===== src/rtl/key_debouncer.sv =====
// Debounces one active-low pushbutton into a registered level plus press/release strobes.
// Optional press counter output is enabled by defining KEY_DEBOUNCE_PRESS_COUNT_EN.
module key_debouncer #(
    parameter int DEBOUNCE_CYCLES = 50000,
    parameter int CNT_WIDTH       = 16
) (
    input  logic       clk,
    input  logic       reset,
    input  logic       key_n,
    output logic       level,
    output logic       press_pulse,
    output logic       release_pulse
`ifdef KEY_DEBOUNCE_PRESS_COUNT_EN
    ,
    output logic [7:0] press_count
`endif
);

    localparam logic [CNT_WIDTH-1:0] CNT_LAST = CNT_WIDTH'(DEBOUNCE_CYCLES - 1);

    logic                 sync1_q, sync1_d;
    logic                 sync2_q, sync2_d;
    logic [CNT_WIDTH-1:0] cnt_q, cnt_d;
    logic                 level_q, level_d;
    logic                 press_q, press_d;
    logic                 release_q, release_d;
    logic                 sample;

    always_comb begin
        sync1_d   = key_n;
        sync2_d   = sync1_q;
        sample    = ~sync2_q;
        cnt_d     = '0;
        level_d   = level_q;
        press_d   = 1'b0;
        release_d = 1'b0;
        // Any sample agreeing with the current level restarts the stability count.
        if (sample != level_q) begin
            if (cnt_q == CNT_LAST) begin
                level_d   = sample;
                press_d   = sample;
                release_d = ~sample;
            end else begin
                cnt_d = cnt_q + CNT_WIDTH'(1);
            end
        end
    end

    always_ff @(posedge clk or posedge reset) begin
        if (reset) begin
            sync1_q   <= 1'b1;
            sync2_q   <= 1'b1;
            cnt_q     <= '0;
            level_q   <= 1'b0;
            press_q   <= 1'b0;
            release_q <= 1'b0;
        end else begin
            sync1_q   <= sync1_d;
            sync2_q   <= sync2_d;
            cnt_q     <= cnt_d;
            level_q   <= level_d;
            press_q   <= press_d;
            release_q <= release_d;
        end
    end

    assign level         = level_q;
    assign press_pulse   = press_q;
    assign release_pulse = release_q;

`ifdef KEY_DEBOUNCE_PRESS_COUNT_EN
    logic [7:0] count_q, count_d;

    always_comb begin
        count_d = count_q;
        if (press_d) begin
            count_d = count_q + 8'd1;
        end
    end

    always_ff @(posedge clk or posedge reset) begin
        if (reset) begin
            count_q <= '0;
        end else begin
            count_q <= count_d;
        end
    end

    assign press_count = count_q;
`endif

endmodule

===== config.mk =====
export PLATFORM = sky130hd
export DESIGN_NAME = key_debouncer
export DESIGN_NICKNAME = d
export VERILOG_FILES = /design/src/rtl/key_debouncer.sv
export SDC_FILE = /design/constraint.sdc
export NUM_CORES = 1
export LEC_CHECK = 0
export ABC_AREA = 1
export CAP_MARGIN = 20
export CELL_PAD_IN_SITES_DETAIL_PLACEMENT = 0
export CELL_PAD_IN_SITES_GLOBAL_PLACEMENT = 1
export CORE_MARGIN = 3
export CORE_UTILIZATION = 43
export CTS_CLUSTER_DIAMETER = 50
export DETAILED_ROUTE_END_ITERATION = 8
export GPL_TIMING_DRIVEN = 1
export PLACE_DENSITY_LB_ADDON = 0.1
export SYNTH_ARGS = -nofsm -noshare
export SYNTH_HDL_FRONTEND = slang
export SYNTH_SLANG_ARGS = --single-unit

===== constraint.sdc =====
create_clock -name clk -period 1.7 [get_ports clk]
set_input_delay 0.51 -clock clk [delete_from_list [all_inputs] [get_ports clk]]
set_output_delay 0.51 -clock clk [all_outputs]
set_load 0.03 [all_outputs]

Word level (Yosys, flattened, before mapping)
Index checks and enable logic that the tools add are counted.
{"block": "totals", "reg_bits": 21, "latch_bits": 0, "mem_bits_rw": 0, "mem_bits_ro": 0, "inputBits": 3, "out_inout_bits": 3, "word_cells": 17, "n_memories": 0}
{"block": "op_classes", "add_sub_neg": 1, "multipliers": 0, "div_mod_pow": 0, "n_lt_le_gt_ge": 0, "n_eq_ne": 2, "n_shift": 0, "n_mux": 6, "n_bitwise": 1, "n_reduce_logical": 1}
{"op": "16-bit 2-to-1 mux", "count": 2}
{"op": "16-bit by 1-bit adder with 16-bit output, second input constant", "count": 1}
{"op": "16-bit equality test, second input constant", "count": 1}
{"op": "1-bit 2-to-1 mux", "count": 4}
{"op": "2-bit AND reduction", "count": 1}
{"op": "1-bit != test", "count": 1}
{"op": "1-bit NOT", "count": 1}

Logic depth before layout (Yosys ltp)
{"block": "depth", "depth_word": 3, "mapped_depth": 7, "depth_no_buf": 7}

Worst setup path after synthesis
OpenSTA, ideal clock, no wires.
{"block": "synth_timing", "path_kind": "register -> register", "startpoint": "register level_q (netlist: level)", "endpoint": "register cnt_q[8]", "setup_time_ns": 0.116, "arrival_ns": 1.151, "t_required_ns": 1.584, "path_slack_ns": 0.433, "path_stages_with_launch": 6, "path_buffers": 0, "synth_period_minus_slack_ns": 1.267, "path_cell_list": "dfrtp_1 > nor2_1 > nor2_2 > inv_1 > nand2_4 > nor2_1"}
{"block": "synth_via", "elab_chain_len": 2}
{"item": "start, declared", "line_no": "24", "text": "logic level_q, level_d;"}
{"item": "start signal, assigned", "line_no": "61", "text": "level_q <= level_d;"}
{"item": "1-bit != test", "line_no": "38", "text": "if (sample != level_q) begin"}
{"item": "16-bit 2-to-1 mux", "line_no": "38"}
{"item": "via cnt_d[8]", "line_no": "23", "text": "logic [CNT_WIDTH-1:0] cnt_q, cnt_d;"}
{"item": "end signal, assigned", "line_no": "60", "text": "cnt_q <= cnt_d;"}
{"item": "end, declared", "line_no": "23"}
The timed path passes the listed nets, and every way through them passes these cells.
A chain may end at the register's enable or synchronous reset.

Worst setup path in the final report
{"block": "layout_timing", "startpoint": "register level_q (netlist: level)", "endpoint": "output port level"}
{"item": "end, declared", "line_no": "10", "text": "output logic level,"}
No word-level cell between the ends.

==> results_dict.tcl <==
set metrics [dict create \
    status "complete, no violations" \
    power.density_mw_per_mm2 654 \
    cts-root-buf "clkbuf_4" \
    final_common_cell "nor2_1" \
    min_from "sync1_q$_DFF_PP1_" \
    grt_pass1_wl_um 3910 \
    yosysWarnings 0 \
    first_global_vias 861 \
    rsz0062_at_grt "false" \
    postRouteAntennaNets 0 \
    endpoint_kind "primary output" \
    synth.cell_area_mm2 0.00109 \
    core_mm2 0.00232 \
    numCtsBuffers 3 \
    ys_ff_latch 21 \
    wire_per_inst_um 12.2 \
    num_rows 17 \
    dieArea_mm2 0.00318 \
    grt_max_degree 22 \
    crit_fanout 2 \
    clock.fmax_mhz 634 \
    placed_cell_area_mm2 0.00120 \
    die_y_um 56.4 \
    syn_nets 139 \
    post_cts_buffers 0 \
    area_growth_pct 11.9 \
    critPathRequiredTime_ps 1190 \
    drv_cap 0 \
    clk_latency_ps 310 \
    routabilityCongestion 0.781 \
    worst_slew_pin_slew_ps 308 \
    path_delay_family "buffers and inverters" \
    worst_slack_ps 121 \
    cts_max_level 1 \
    die_w_um 56.4 \
    fin_util_pct 52.8 \
    layout_worst_path_cycle_share_pct 92.9 \
    first_pass_iters 4 \
    via_per_inst 4.90 \
    dp_hpwl_um 1600 \
    hold_class "flip-flop to flip-flop" \
    drive_gt1_share_pct 14.3 \
    reg2reg_depth 6 \
    cts_tree "yes" \
    cts.sinks 21 \
    io_buffers 5 \
    drc 0 \
    drt_iter0_markers 22 \
    cp_num_buf_inv 1 \
    register_area_um2 528 \
    layout_common_cells "nor2_1 (33), nand2_1 (24), dfrtp_1 (19), inv_1 (17), nand3_1 (11)" \
    crit_cells 1 \
    clkTransAtPathRegs_ps 110 \
    leakage_uw 0.000614 \
    min_path_cells 0 \
    worst_ep_arrival_time_ps 1070 \
    whs_ps 369 \
    synth.avg_cell_area_um2 8.10 \
    final_nets 152 \
    crit_slowest_cell "dlygate4sd2_1" \
    report.final.slew_viol_count 0 \
    setup.worst_path.start "level$_DFFE_PP0P_" \
    nFillCells 232 \
    finalCriticalPeriod_ps 1580 \
    ys_seq_area_share_pct 48.3 \
    cpPeakStageDelay_ps 400 \
    final_area_mm2 0.00122 \
    reg2reg_from "cnt_q[0]$_DFF_PP0_" \
    track_usage_pct 16.0 \
    multi_input_area_um2 498 \
    via_count 858 \
    wl_um 2140 \
    grt_overflow_total 0 \
    worstSetupPathType "flip-flop to primary output" \
    cp_cell_sequence "dlygate4sd2_1" \
    startpoint_type "flip-flop" \
    relSlewSlack_pct 79.5 \
    ios 6 \
    synth_cells 135 \
    vdd_drop_max_v 0.000452 \
    n_antenna_cell 0 \
    synth.distinct_cells 22 \
    finalHoldViolCount 0 \
    dpl_worst_slack_ps 182 \
    antenna_found_initial 0 \
    setup_viol 0 \
    initial_core_util_pct 47.2 \
    fin_skew_ps 4.43 \
    cts_buffer_depth 2 \
    tns_ps 0 \
]
-- state kept, by name, summed over array words and instances, names as in the netlist --
register       cells
release_pulse      1
level              1
sync1_q            1
sync2_q            1
press_pulse        1
cnt_q             16
-- power by group --
group | switching (uW) | total (uW) | internal [uW]
Clock | 149 | 241 | 91.7
Sequential | 8.63 | 518 | 509
Combinational | 24.9 | 41.2 | 16.3
-- worst paths after layout --
| path | to | slack [ps] |
|---|---|---|
| worst max register to register | cnt_q[8]$_DFF_PP0_ | 290 |
| min in group asynchronous | cnt_q[3]$_DFF_PP0_ | 510 |
| worst max-delay path | level | 120 |
| worst min-delay path | sync2_q$_DFF_PP1_ | 370 |
| max in group asynchronous | sync2_q$_DFF_PP1_ | 920 |
| worst min register to register | sync2_q$_DFF_PP1_ | 370 |
-- final cells by class --
class / count / share of cell area, %
repair buffers: 8 / 5.62
well taps: 28 / 2.86
flip-flops and latches: 21 / 43.1
clock buffers: 4 / 2.15
inverters: 18 / 5.52
multi-input cells: 96 / 40.7
-- synth_stat cells --
library cell,instances,area share [%]
nor2_1,33,11
nand2_1,24,8.2
dfrtp_1,19,43
inv_1,17,5.8
nand3_1,11,5.0
nand4_1,4,2.3
xor2_1,4,3.2
nor2_2,3,1.7
a21oi_1,2,0.92
a31oi_1,2,1.1
dfstp_2,2,4.8
nand2_2,2,1.1
nand3_2,2,1.8
xnor2_1,2,1.6
a21o_2,1,0.80
ha_1,1,1.1
inv_2,1,0.34
nand2_4,1,1.0
nor2_4,1,1.0
nor3_2,1,0.92
nor3_4,1,1.5
o21bai_1,1,0.69
-- stage by stage --
step,power (uW),cells
2_1_floorplan,553,135
3_3_place_gp,570,171
3_5_place_dp,570,171
4_1_cts,814,175
5_1_grt,848,175
6_report,800,175
-- metal layers --
| layer | vias up | share of wire [%] | global-route usage [%] |
|---|---|---|---|
| li1 | 443 | - | - |
| met1 | 399 | 49 | 22.0 |
| met2 | 9 | 45 | 23.8 |
| met3 | 7 | 2.8 | 2.76 |
| met4 | 0 | 3.2 | 8.81 |
| met5 | - | 0 | 0 |
-- timing repair --
item                                    4_1_cts  5_1_grt
hold buffers                                  0        0
endpoints found under the setup margin        3        0
resized for setup                             3        0
-- logic make-up (layout without fill, tap and decap cells) --
family	Yosys count	after routing	share of synthesized area, %
fa+ha+maj	1	1	1.14
simple gates	83	83	36.0
flops	21	21	48.3
xor+xnor	6	6	4.81
buf+inv	18	30	6.18
compound gates	6	6	3.55
Power figures use the tool's default switching activity.
==> RTL change 1: new RTL, config.mk and constraints unchanged <==
The output `release_pulse` loses its register stage (`release_q` becomes a continuous assignment).
--- a/src/rtl/key_debouncer.sv
+++ b/src/rtl/key_debouncer.sv
@@ -54,5 +54,4 @@
             level_q   <= 1'b0;
             press_q   <= 1'b0;
-            release_q <= 1'b0;
         end else begin
             sync1_q   <= sync1_d;
@@ -61,7 +60,8 @@
             level_q   <= level_d;
             press_q   <= press_d;
-            release_q <= release_d;
         end
     end
+
+    assign release_q = release_d;
 
     assign level         = level_q;
Function: same outputs for any inputs over 10 cycles, from zero or initial values and one cycle with reset high; that may be too few to reach the edited logic, so the function may still have changed.
==> RTL change 1 against the original RTL <==
  * The flow now finishes with violations (negative setup slack)
  * Critical path depth grew 5
  * Worst setup slack lost 0.32 ns
  * Clock skew grew 0.0056 ns
  * Sequential cell count shrank 1
  * Critical endpoint is now release_pulse
  * Final area grew 11%
  * Power shrank 2.7%
  * Area after synthesis shrank 2.3%
  * Die area shrank 2.0%
  * Wire length grew 15%
  * Core utilization grew 6.9 points
==> RTL change 1: results (changes against the original RTL) <==
stage	metric	value	unit	change
route	finalWirelength	2450	um	was 2140 um
logic_synthesis	synth_area_leaders	dfrtp_1 42%, nor2_1 12%, nand2_1 8.4%, inv_1 6.0%, nand3_1 5.2%		was dfrtp_1 43%, nor2_1 11%, nand2_1 8.2%, inv_1 5.8%, nand3_1 5.0%
final_layout	multi_input_area_share	38.3	%	was 40.7%
timing	setup-violations-final	1		was 0
grt	grt_pass1_vias	914		was 861
final_layout	drive_gt1_share	26.8	%	was 14.3%
timing	max-slew-margin-rel	79.2	%	was 79.5%
final_layout	postLayoutCoreUtil	59.7	%	was 52.8%
timing	skew	0.0101	ns	was 0.00443 ns
grt	grt_max_degree	21		was 22
timing	setup-tns-final	-0.203	ns	was 0 ns
logic_synthesis	synth_common_cells	33 x nor2_1, 24 x nand2_1, 18 x dfrtp_1, 17 x inv_1, 11 x nand3_1		was 33 x nor2_1, 24 x nand2_1, 19 x dfrtp_1, 17 x inv_1, 11 x nand3_1
final_layout	layout.nets	169		was 152
route	route.vias.total	942		was 858
run_status	status	finished with violations		was finished clean
route	drt-pass1-iter-count	7		was 4
worst_setup_path	slowest_stage	dfrtp_1		was dlygate4sd2_1
power_and_ir_drop	leakagePower	0.689	nW	was 0.614 nW
timing	final.setup.worst_slack	-0.203	ns	was 0.121 ns
final_layout	buffer_area_share	15.2	%	was 5.62%
placement	post-place-ws	0.0334	ns	was 0.182 ns
worst_setup_path	slowest_delay	0.44	ns	was 0.40 ns
logic_synthesis	synth_xor_area_share	4.92	%	was 4.81%
logic_synthesis	synth_adder_area_share	1.17	%	was 1.14%
worst_setup_path	critPathMaxFanout	4		was 2
logic_synthesis	synth_compound_area_share	3.63	%	was 3.55%
placement	place_inst	181		was 171
route	drt_iter0_markers	28		was 22
run_status	violations	negative setup slack		
power_and_ir_drop	vdd_drop_max	0.502	mV	was 0.452 mV
==> RTL change 1: changes by cell type in the layout (fill, tap and decap cells not counted), sizes merged <==
cell / change
dlygate4sd2: -1
buf: +19
dfrtp: -1
==> RTL change 1: kinds of logic after synthesis <==
| group | after synthesis |
|---|---|
| DFF | 20 |
| buffers and inverters | 18 |
| AOI/OAI and AO/OA | 6 |
| xor gates and xnor gates | 6 |
| adders and majority gates | 1 |
| and+or+nand+nor | 83 |
==> RTL change 1: timing repair <==
action                     4_1_cts  5_1_grt
resized for setup                6        1
buffers inserted                 4        3
hold endpoints to repair         0        0
setup endpoints to repair        3        1
pin swaps                        3        1
==> RTL change 1: power groups by stage <==
| stage | registers [mW] | clock network, mW | logic [mW] |
|---|---|---|---|
| floorplan | 0.502 | 0 | 0.0270 |
| global placement | 0.501 | 0 | 0.0459 |
| detailed placement | 0.502 | 0 | 0.0474 |
| CTS | 0.493 | 0.236 | 0.0547 |
| global route | 0.494 | 0.260 | 0.0647 |
| finish | 0.493 | 0.228 | 0.0571 |
==> RTL change 1: path summary, 6_finish.rpt <==
path / from / endpoint / slack [ns] / depth (start not counted)
max reg2reg: cnt_q[1] / cnt_q[14] / 0.27 / 7
min in group asynchronous: reset / cnt_q[5] / 0.54 / 3
max in group asynchronous: reset / sync2_q / 0.89 / 3
max: cnt_q[5] / release_pulse / -0.20 / 6
min: sync1_q / sync2_q / 0.36 / 0
min reg2reg: sync1_q / sync2_q / 0.36 / 0
==> RTL change 1: routing by layer <==
layer | part of all wire [%] | track usage [%] | vias to the layer above
met5 | 0 | 0 | -
met4 | 0.57 | 4.07 | 0
met3 | 2.9 | 2.09 | 2
met2 | 50 | 29.4 | 12
met1 | 47 | 23.2 | 440
li1 | - | - | 488
==> RTL change 2: new RTL, same settings <==
Made on the original files. Build with the macro `KEY_DEBOUNCE_PRESS_COUNT_EN` defined.
--- a/src/rtl/key_debouncer.sv
+++ b/src/rtl/key_debouncer.sv
@@ -1,4 +1,6 @@
 // Debounces one active-low pushbutton into a registered level plus press/release strobes.
 // Optional press counter output is enabled by defining KEY_DEBOUNCE_PRESS_COUNT_EN.
+`define KEY_DEBOUNCE_PRESS_COUNT_EN
+
 module key_debouncer #(
     parameter int DEBOUNCE_CYCLES = 50000,
Behaviour (old outputs only; new: press_count): unchanged (Yosys induction, for registers that start in step).
==> RTL change 2 against the original RTL <==
  * Power is 61% higher
  * Fmax down 2.1%
  * Worst setup slack worse by 0.033 ns
  * Synthesized cell count up 58%
  * Non-clock buffer count rose by 8
  * Area after synthesis up 50%
  * Sequential cell count increased by 8
  * Final area grew 56%
  * Wire length up 56%
  * Critical endpoint is now press_count[0]
==> RTL change 2: results (changes against the original RTL) <==
stage	metric	value	unit	change
placement	io_buffers	13		was 5
grt	grt_pass1_wl	5960	um	was 3910 um
placement	dp_hpwl	2570	um	was 1600 um
route	dr_wl_met2	1580	um	was 963 um
grt	grtUsageMet2	27.9	%	was 23.8%
worst_setup_path	cp.arrival	1.10	ns	was 1.07 ns
final_layout	layout.nets	240		was 152
final_layout	fill_cells	341		was 232
power_and_ir_drop	vdd_drop_max	0.512	mV	was 0.452 mV
route	wl_met1	1600	um	was 1040 um
cts	post_cts_resize_count	11		was 3
final_layout	drive_gt1_share	14.4	%	was 14.3%
grt	grt_max_degree	16		was 22
cts	cts_made_buffers	5		was 3
grt	grtUsageMet1	22.7	%	was 22.0%
route	vias_per_cell	4.88		was 4.90
placement	post-place-ws	0.103	ns	was 0.182 ns
worst_setup_path	rr_endpoint	cnt_q[6]		was cnt_q[8]
worst_setup_path	critPathMaxFanout	5		was 2
power_and_ir_drop	leakagePower	0.968	nW	was 0.614 nW
logic_synthesis	synth_common_cells	56 x nand2_1, 38 x nor2_1, 27 x dfrtp_1, 23 x inv_1		was 33 x nor2_1, 24 x nand2_1, 19 x dfrtp_1, 17 x inv_1, 11 x nand3_1
cts	clockRootBuffer	clkbuf_8		was clkbuf_4
grt	grt_use_met3	5.49	%	was 2.76%
logic_synthesis	ys_types	27		was 22
timing	skew	0.00689	ns	was 0.00443 ns
logic_synthesis	ys_seq_area_share	44.5	%	was 48.3%
worst_setup_path	reg2reg_slack	0.19	ns	was 0.29 ns
cts	cts_setup_buffers	0		unchanged
placement	gp_congestion	0.797		was 0.781
cts	clk_pin_slew_worst_paths	0.06	ns	was 0.11 ns
logic_synthesis	syn-num-nets	218		was 139
run_status	status	finished clean		unchanged
grt	grt_pass1_vias	1359		was 861
worst_setup_path	reg2reg_from	level		was cnt_q[0]
logic_synthesis	synth_area_leaders	dfrtp_1 41%, nand2_1 13%, nor2_1 8.7%, inv_1 5.3%, nand4_1 4.2%		was dfrtp_1 43%, nor2_1 11%, nand2_1 8.2%, inv_1 5.8%, nand3_1 5.0%
timing	tightestPinTransition	0.379	ns	was 0.308 ns
cts	cts_max_level	2		was 1
route	wl_met3	116	um	was 59 um
## RTL change 2: cell count changes after synthesis, moves of 3 or more
cell     change
inv_1        +6
nor2_1       +5
nand2_2      +3
nand4_1      +7
nor3_1       +7
inv_2        +5
nand2_1     +32
dfrtp_1      +8
## RTL change 2: kinds of logic after synthesis
kind of cell	share of synthesized area, %
buffers and inverters	7.72
AO/OA/AOI/OAI	1.53
XOR/XNOR	2.14
flip-flops	44.5
adder cells (fa/ha/maj)	1.53
AND/OR/NAND/NOR	42.6
## RTL change 2: where the power goes
group | switching (mW) | internal [mW]
Combinational | 0.0339 | 0.0165
Clock | 0.239 | 0.290
Sequential | 0.00741 | 0.701
Total | 0.280 | 1.01
## RTL change 2: final cells by class
class | instances | share of cell area (%)
well taps | 46 | 3.01
flip-flops and latches | 29 | 38.1
inverters | 31 | 6.42
clock buffers | 8 | 4.19
multi-input cells | 152 | 41.0
repair buffers | 16 | 7.27
## RTL change 2: per-stage QoR
step / power, mW / area (um^2) / std cells / hold slack, ns
3_3_place_gp: 0.770 / 1840 / 274 / 0.348
4_1_cts: 1.31 / 1910 / 282 / 0.362
3_5_place_dp: 0.772 / 1840 / 274 / 0.353
2_1_floorplan: 0.753 / 1640 / 213 / 0.345
5_1_grt: 1.35 / 1910 / 282 / 0.363
6_report: 1.29 / 1910 / 282 / 0.359
## RTL change 2: how the worst max path moves through the flow
| stage | start | cells after the start | slack, ns | to |
|---|---|---|---|---|
| final | press_count[0] | 1 | 0.09 | press_count[0] |
| after global routing | press_count[0] | 1 | 0.02 | press_count[0] |
| after CTS | press_count[2] | 1 | 0.08 | press_count[2] |
| after detailed placement | press_count[3] | 1 | 0.10 | press_count[3] |
| after global placement | press_count[2] | 1 | 0.12 | press_count[2] |
| after floorplan | level | 5 | 0.34 | press_count[4] |
